File: src/rtl/multicycle_controller.sv
// Control FSM for a multi-cycle RV32I core. Sequences each instruction through
// FETCH/DECODE/EXECUTE/MEM/WRITEBACK over one shared variable-latency memory
// port. A request/ready handshake, a bus-timeout trap and illegal-opcode
// trapping are included. Datapath controls are decoded from the registered
// state and the opcode captured in DECODE. Handshake-qualified strobes
// (ir_wr_en_o, store retirement) follow mem_ready_i in the same cycle, and the
// EXECUTE pc_src_o follows branch_taken_i.
module multicycle_controller #(
  parameter int MEM_TIMEOUT = 16,   // wait cycles before bus-timeout trap; 0 disables
  parameter bit TRAP_HALT   = 1'b1  // 1: trap is terminal, 0: vector and refetch
) (
  input  logic       clk_i,
  input  logic       rst_i,
  input  logic [6:0] op_code_i,
  input  logic       mem_ready_i,
  input  logic       branch_taken_i,
  output logic       mem_req_o,
  output logic       mem_we_o,
  output logic       mem_addr_src_o,
  output logic       ir_wr_en_o,
  output logic       pc_wr_en_o,
  output logic [1:0] pc_src_o,
  output logic       alu_src_a_o,
  output logic       alu_src_b_o,
  output logic       regf_wr_en_o,
  output logic [1:0] regf_rd_src_o,
  output logic       instr_done_o,
  output logic       trap_o,
  output logic       busy_o
);

  localparam logic [6:0] OP_R      = 7'b0110011;
  localparam logic [6:0] OP_IALU   = 7'b0010011;
  localparam logic [6:0] OP_LOAD   = 7'b0000011;
  localparam logic [6:0] OP_STORE  = 7'b0100011;
  localparam logic [6:0] OP_BRANCH = 7'b1100011;
  localparam logic [6:0] OP_JAL    = 7'b1101111;
  localparam logic [6:0] OP_JALR   = 7'b1100111;
  localparam logic [6:0] OP_LUI    = 7'b0110111;
  localparam logic [6:0] OP_AUIPC  = 7'b0010111;

  // The counter only has to hold values below MEM_TIMEOUT.
  localparam int              CNT_W    = (MEM_TIMEOUT > 1) ? $clog2(MEM_TIMEOUT) : 1;
  localparam bit              TMO_EN   = (MEM_TIMEOUT != 0);
  localparam logic [CNT_W-1:0] TMO_LAST = (MEM_TIMEOUT > 0) ? CNT_W'(MEM_TIMEOUT - 1) : '0;

  typedef enum logic [2:0] {
    S_IDLE      = 3'd0,
    S_FETCH     = 3'd1,
    S_DECODE    = 3'd2,
    S_EXECUTE   = 3'd3,
    S_MEM       = 3'd4,
    S_WRITEBACK = 3'd5,
    S_TRAP      = 3'd6
  } state_t;

  state_t           r_state;
  logic [6:0]       r_op;
  logic [CNT_W-1:0] r_tmo_cnt;
  logic             w_tmo_hit;

  function automatic logic is_legal(input logic [6:0] op);
    case (op)
      OP_R, OP_IALU, OP_LOAD, OP_STORE, OP_BRANCH,
      OP_JAL, OP_JALR, OP_LUI, OP_AUIPC: is_legal = 1'b1;
      default:                           is_legal = 1'b0;
    endcase
  endfunction

  // A waiting request expires when this is its last allowed wait cycle and
  // ready is still low; ready in that same cycle takes priority.
  assign w_tmo_hit = TMO_EN && ((r_state == S_FETCH) || (r_state == S_MEM)) &&
                     !mem_ready_i && (r_tmo_cnt == TMO_LAST);

  // State sequencing, opcode capture and memory wait counter.
  always_ff @(posedge clk_i) begin
    if (rst_i) begin
      r_state   <= S_IDLE;
      r_op      <= 7'd0;
      r_tmo_cnt <= '0;
    end else begin
      case (r_state)
        S_IDLE: begin
          r_state   <= S_FETCH;
          r_tmo_cnt <= '0;
        end
        S_FETCH: begin
          if (mem_ready_i) begin
            r_state   <= S_DECODE;
            r_tmo_cnt <= '0;
          end else if (w_tmo_hit) begin
            r_state   <= S_TRAP;
            r_tmo_cnt <= '0;
          end else begin
            r_tmo_cnt <= r_tmo_cnt + CNT_W'(1);
          end
        end
        S_DECODE: begin
          r_op      <= op_code_i;
          r_tmo_cnt <= '0;
          r_state   <= is_legal(op_code_i) ? S_EXECUTE : S_TRAP;
        end
        S_EXECUTE: begin
          r_tmo_cnt <= '0;
          if (r_op == OP_BRANCH) begin
            r_state <= S_FETCH;
          end else if ((r_op == OP_LOAD) || (r_op == OP_STORE)) begin
            r_state <= S_MEM;
          end else begin
            r_state <= S_WRITEBACK;
          end
        end
        S_MEM: begin
          if (mem_ready_i) begin
            r_state   <= (r_op == OP_LOAD) ? S_WRITEBACK : S_FETCH;
            r_tmo_cnt <= '0;
          end else if (w_tmo_hit) begin
            r_state   <= S_TRAP;
            r_tmo_cnt <= '0;
          end else begin
            r_tmo_cnt <= r_tmo_cnt + CNT_W'(1);
          end
        end
        S_WRITEBACK: begin
          r_state   <= S_FETCH;
          r_tmo_cnt <= '0;
        end
        S_TRAP: begin
          r_tmo_cnt <= '0;
          r_state   <= TRAP_HALT ? S_TRAP : S_FETCH;
        end
        default: begin
          r_state   <= S_IDLE;
          r_tmo_cnt <= '0;
        end
      endcase
    end
  end

  // Datapath control decode from state and captured opcode.
  always_comb begin
    mem_req_o      = 1'b0;
    mem_we_o       = 1'b0;
    mem_addr_src_o = 1'b0;
    ir_wr_en_o     = 1'b0;
    pc_wr_en_o     = 1'b0;
    pc_src_o       = 2'b00;
    alu_src_a_o    = 1'b0;
    alu_src_b_o    = 1'b0;
    regf_wr_en_o   = 1'b0;
    regf_rd_src_o  = 2'b00;
    instr_done_o   = 1'b0;
    trap_o         = 1'b0;
    busy_o         = 1'b0;
    case (r_state)
      S_IDLE: begin
        busy_o = 1'b0;
      end
      S_FETCH: begin
        busy_o     = 1'b1;
        mem_req_o  = 1'b1;
        ir_wr_en_o = mem_ready_i;
      end
      S_DECODE: begin
        busy_o = 1'b1;
      end
      S_EXECUTE: begin
        busy_o      = 1'b1;
        alu_src_a_o = (r_op == OP_AUIPC) || (r_op == OP_JAL);
        alu_src_b_o = (r_op == OP_IALU) || (r_op == OP_LOAD) || (r_op == OP_STORE) ||
                      (r_op == OP_JALR) || (r_op == OP_AUIPC) || (r_op == OP_JAL);
        if (r_op == OP_BRANCH) begin
          pc_wr_en_o   = 1'b1;
          pc_src_o     = branch_taken_i ? 2'b01 : 2'b00;
          instr_done_o = 1'b1;
        end else begin
          pc_wr_en_o   = 1'b0;
        end
      end
      S_MEM: begin
        busy_o         = 1'b1;
        mem_req_o      = 1'b1;
        mem_addr_src_o = 1'b1;
        mem_we_o       = (r_op == OP_STORE);
        if (mem_ready_i && (r_op == OP_STORE)) begin
          pc_wr_en_o   = 1'b1;
          instr_done_o = 1'b1;
        end else begin
          pc_wr_en_o   = 1'b0;
        end
      end
      S_WRITEBACK: begin
        busy_o       = 1'b1;
        regf_wr_en_o = 1'b1;
        pc_wr_en_o   = 1'b1;
        instr_done_o = 1'b1;
        case (r_op)
          OP_JAL:  pc_src_o = 2'b01;
          OP_JALR: pc_src_o = 2'b10;
          default: pc_src_o = 2'b00;
        endcase
        case (r_op)
          OP_LOAD:          regf_rd_src_o = 2'b01;
          OP_JAL, OP_JALR:  regf_rd_src_o = 2'b10;
          OP_LUI:           regf_rd_src_o = 2'b11;
          default:          regf_rd_src_o = 2'b00;
        endcase
      end
      S_TRAP: begin
        trap_o = 1'b1;
        if (TRAP_HALT) begin
          busy_o = 1'b0;
        end else begin
          busy_o     = 1'b1;
          pc_wr_en_o = 1'b1;
          pc_src_o   = 2'b11;
        end
      end
      default: begin
        busy_o = 1'b0;
      end
    endcase
  end

endmodule

File: config.mk
export PLATFORM = sky130hd
export DESIGN_NAME = multicycle_controller
export DESIGN_NICKNAME = d
export VERILOG_FILES = /design/src/rtl/multicycle_controller.sv
export SDC_FILE = /design/constraint.sdc
export NUM_CORES = 1
export LEC_CHECK = 0
export CAP_MARGIN = 20
export CORE_MARGIN = 3
export CORE_UTILIZATION = 30
export DETAILED_ROUTE_END_ITERATION = 8
export PLACE_DENSITY = 0.62
export SYNTH_ARGS = -nofsm -noshare
export SYNTH_HDL_FRONTEND = slang
export SYNTH_SLANG_ARGS = --single-unit
File: constraint.sdc
create_clock -name clk_i -period 2.95 [get_ports clk_i]
set_input_delay 0.7375 -clock clk_i [delete_from_list [all_inputs] [get_ports clk_i]]
set_output_delay 0.7375 -clock clk_i [all_outputs]
set_load 0.01 [all_outputs]
==> results.toml <==
[cts]
cts_tree = "done"
ctsLongestPathBuffers = 2
htree_levels = 1
path_clk_slew_ns = 0.09
root_buffer = "clkbuf_4"
cts_inserted_buffers = 3
post_cts_buffers = 0
clk_latency_ns = 0.28
cts.sinks = 14

[power_and_ir_drop]
seqPwrFrac_pct = 47.8
p_leak_nw = 0.413
p_int_uw = 332
p_sw_share_pct = 27.4
power_density_nw_per_um2 = 377
pwr-share-clk_pct = 29.9
p_sw_uw = 126
combinationalPowerShare_pct = 22.3
peakVddDrop_mv = 0.168

[sta]
min_period_ns = 2.83
finalCritPeriodShare_pct = 96.0
relSlewSlack_pct = 66.9
fin_setup_tns_ns = 0
finalSetupViolCount = 0
maxSlewViolCount = 0
hold_viol_final = 0
fmax_ghz = 0.353
tightest_slew_ns = 0.495
fin_skew_ns = 0.00495
worst_slack_ns = 0.119
worst_hold_slack_ns = 0.456

[routing]
firstDrtPassIters = 4
final_antenna_net_count = 0
route.met3.wl_um = 143
routed_wl_mm = 2.15
wl_met1_mm = 1.09
vias = 889
avgRoutedWirePerCell_um = 12.5
top_layer = "met4"
drt_iter0_drc = 20
wl_met2_um = 898
drc = 0
via_per_inst = 5.17

[global_routing]
overflow = 0
grt_pass1_vias = 787
grt_usage_pct = 12.2
grt_pass1_wl_mm = 3.43
antenna_found_initial = 0
grt_max_degree = 14

[critical_path]
critPathBufInv = 1
critPathSlowestCell = "clkdlybuf4s50_1"
reg2reg_slack_ns = 1.43
startpoint = "r_op[3]"
critPathArrivalTime_ns = 2.09
startpoint_type = "flop"
critPathMaxStageDelay_ns = 0.54
crit_family = "simple AND/OR/NAND/NOR gates"
end_kind = "primary output"
required_ns = 2.21
crit_fanout = 7
worstSetupPathType = "reg -> out"
path_cells = "or2_2 > nor3_2 > and3_1 > a211o_1 > clkdlybuf4s50_1"
r2r-start = "r_state[1]"

[logic_synthesis]
synth_area_sq_um = 906
synth.area.top_cells = "dfxtp_1 (31%), nor2_1 (8.7%), mux2i_1 (7.7%)"
syn_nets = 130
synthCells = 118
avgSynthCellArea_sq_um = 7.68
synth_top_area_share_pct = 30.9
yosysWarnings = 0
synth_top_area_cell = "dfxtp_1"
synth_seq_area_share_pct = 30.9
ys_ff_latch = 14
synth.distinct_cells = 37

[layout]
drive_above_1_share_pct = 12.1
area.growth.synth_to_final_pct = 33.8
antenna_cells = 0
final_nets = 154

[placement]
hpwlAfterDp_mm = 1.63
port_buffers = 25
gp_congestion = 0.831
dpl_worst_slack_ns = 0.136

[hold_path]
hp-start = "r_tmo_cnt[0]"
hp-class = "reg -> reg"

[floorplan]
start_util_pct = 32.3
rows = 19
die_h_um = 61.0
die_x_um = 61.0
core-area_sq_um = 2810
die-area_sq_um = 3710
io_pins = 26

[flow_run]
drv_cap = 0

[status]
status = "complete, no violations"
worst reg2reg max path, stage by stage (launching register included):
cell	delay, ns
dfxtp_2	0.47
inv_1	0.14
nor3_4	0.47
a21boi_0	0.23
o31a_1	0.14
timing repair:
action,in CTS,in global routing
endpoints found under the setup margin,1,4
pin swaps,0,0
hold buffers,0,0
endpoints found under the hold margin,0,0
gates resized for setup,2,4
cells in the final DEF (no fill, tap or decap), drive strengths merged:
cell,n
nand2b,1
inv,5
clkdlybuf4s50,25
and3,3
o32a,1
nor4,1
nor3b,1
o22a,1
xor2,1
a211o,1
a21boi,1
dfxtp,14
a31oi,3
xnor2,2
mux2i,7
o22ai,2
ha,1
a32oi,1
o41ai,1
nor2b,5
clkbuf,4
nand4bb,1
a21oi,4
o211ai,1
nand2,8
or3,2
nor3,7
and2,1
o21ai,3
nand3b,1
or2,3
nand3,6
buf,1
nor2,21
o31a,1
power groups by stage:
stage | Combinational [mW] | Sequential [mW] | Clock (mW)
finish | 0.102 | 0.219 | 0.137
global route | 0.113 | 0.221 | 0.151
CTS | 0.102 | 0.218 | 0.141
detailed placement | 0.102 | 0.221 | 0
global placement | 0.101 | 0.221 | 0
floorplan | 0.0757 | 0.207 | 0
cells by family after synthesis:
logic type               synth area share [%]
flip-flops                               30.9
buffers and inverters                    6.63
AO/OA/AOI/OAI                            14.9
XOR/XNOR                                 2.90
AND/OR/NAND/NOR                          35.5
multiplexers                             7.74
adder cells (fa/ha/maj)                  1.38
Yosys cell counts (all sizes together):
library cell	count
nor3	7
clkbuf	2
nand3b	1
a21oi	4
xor2	1
nand2b	1
o21ai	3
or3	2
o211ai	1
buf	5
xnor2	2
a31oi	3
a21boi	1
o22ai	2
inv	5
nor4	1
dfxtp	14
or2	3
and3	3
nand2	8
o41ai	1
nand4bb	1
and2	1
nor3b	1
o22a	1
o31a	1
nand3	6
a32oi	1
nor2b	5
o32a	1
a211o	1
nor2	21
ha	1
mux2i	7
final cells by class:
type                    count  area, sq um
flip-flops and latches     14          285
inverters                   5         18.8
well taps                  31         38.8
repair buffers             26          258
multi-input cells          92          576
clock buffers               4         36.3
fillers                   311         1590
registers in the layout, summed over array words and instances, names as in the netlist:
register   flops
r_op           7
r_tmo_cnt      4
r_state        3
per-layer routing:
layer  track usage [%]  up-vias
li1                  -      463
met1              16.2      400
met5                 0        -
met3              2.55        4
met4              5.57        0
met2              19.1       22
metrics by stage:
stage / cells / util [%] / power (mW) / area, sq um
after floorplan: 118 / - / 0.283 / 906
after global placement: 168 / 41.4 / 0.322 / 1160
after detailed placement: 168 / 41.4 / 0.323 / 1160
after CTS: 172 / 42.8 / 0.461 / 1200
after global routing: 172 / 43.2 / 0.485 / 1210
final: 172 / 43.2 / 0.458 / 1210
path summary, 6_finish.rpt:
check | to | cells past startpoint
worst min-delay path | r_tmo_cnt[0] | 1
worst max-delay path | pc_wr_en_o | 5
worst min register to register | r_tmo_cnt[0] | 1
worst max register to register | r_state[2] | 4
No activity file was read; power rests on OpenSTA's default activity.
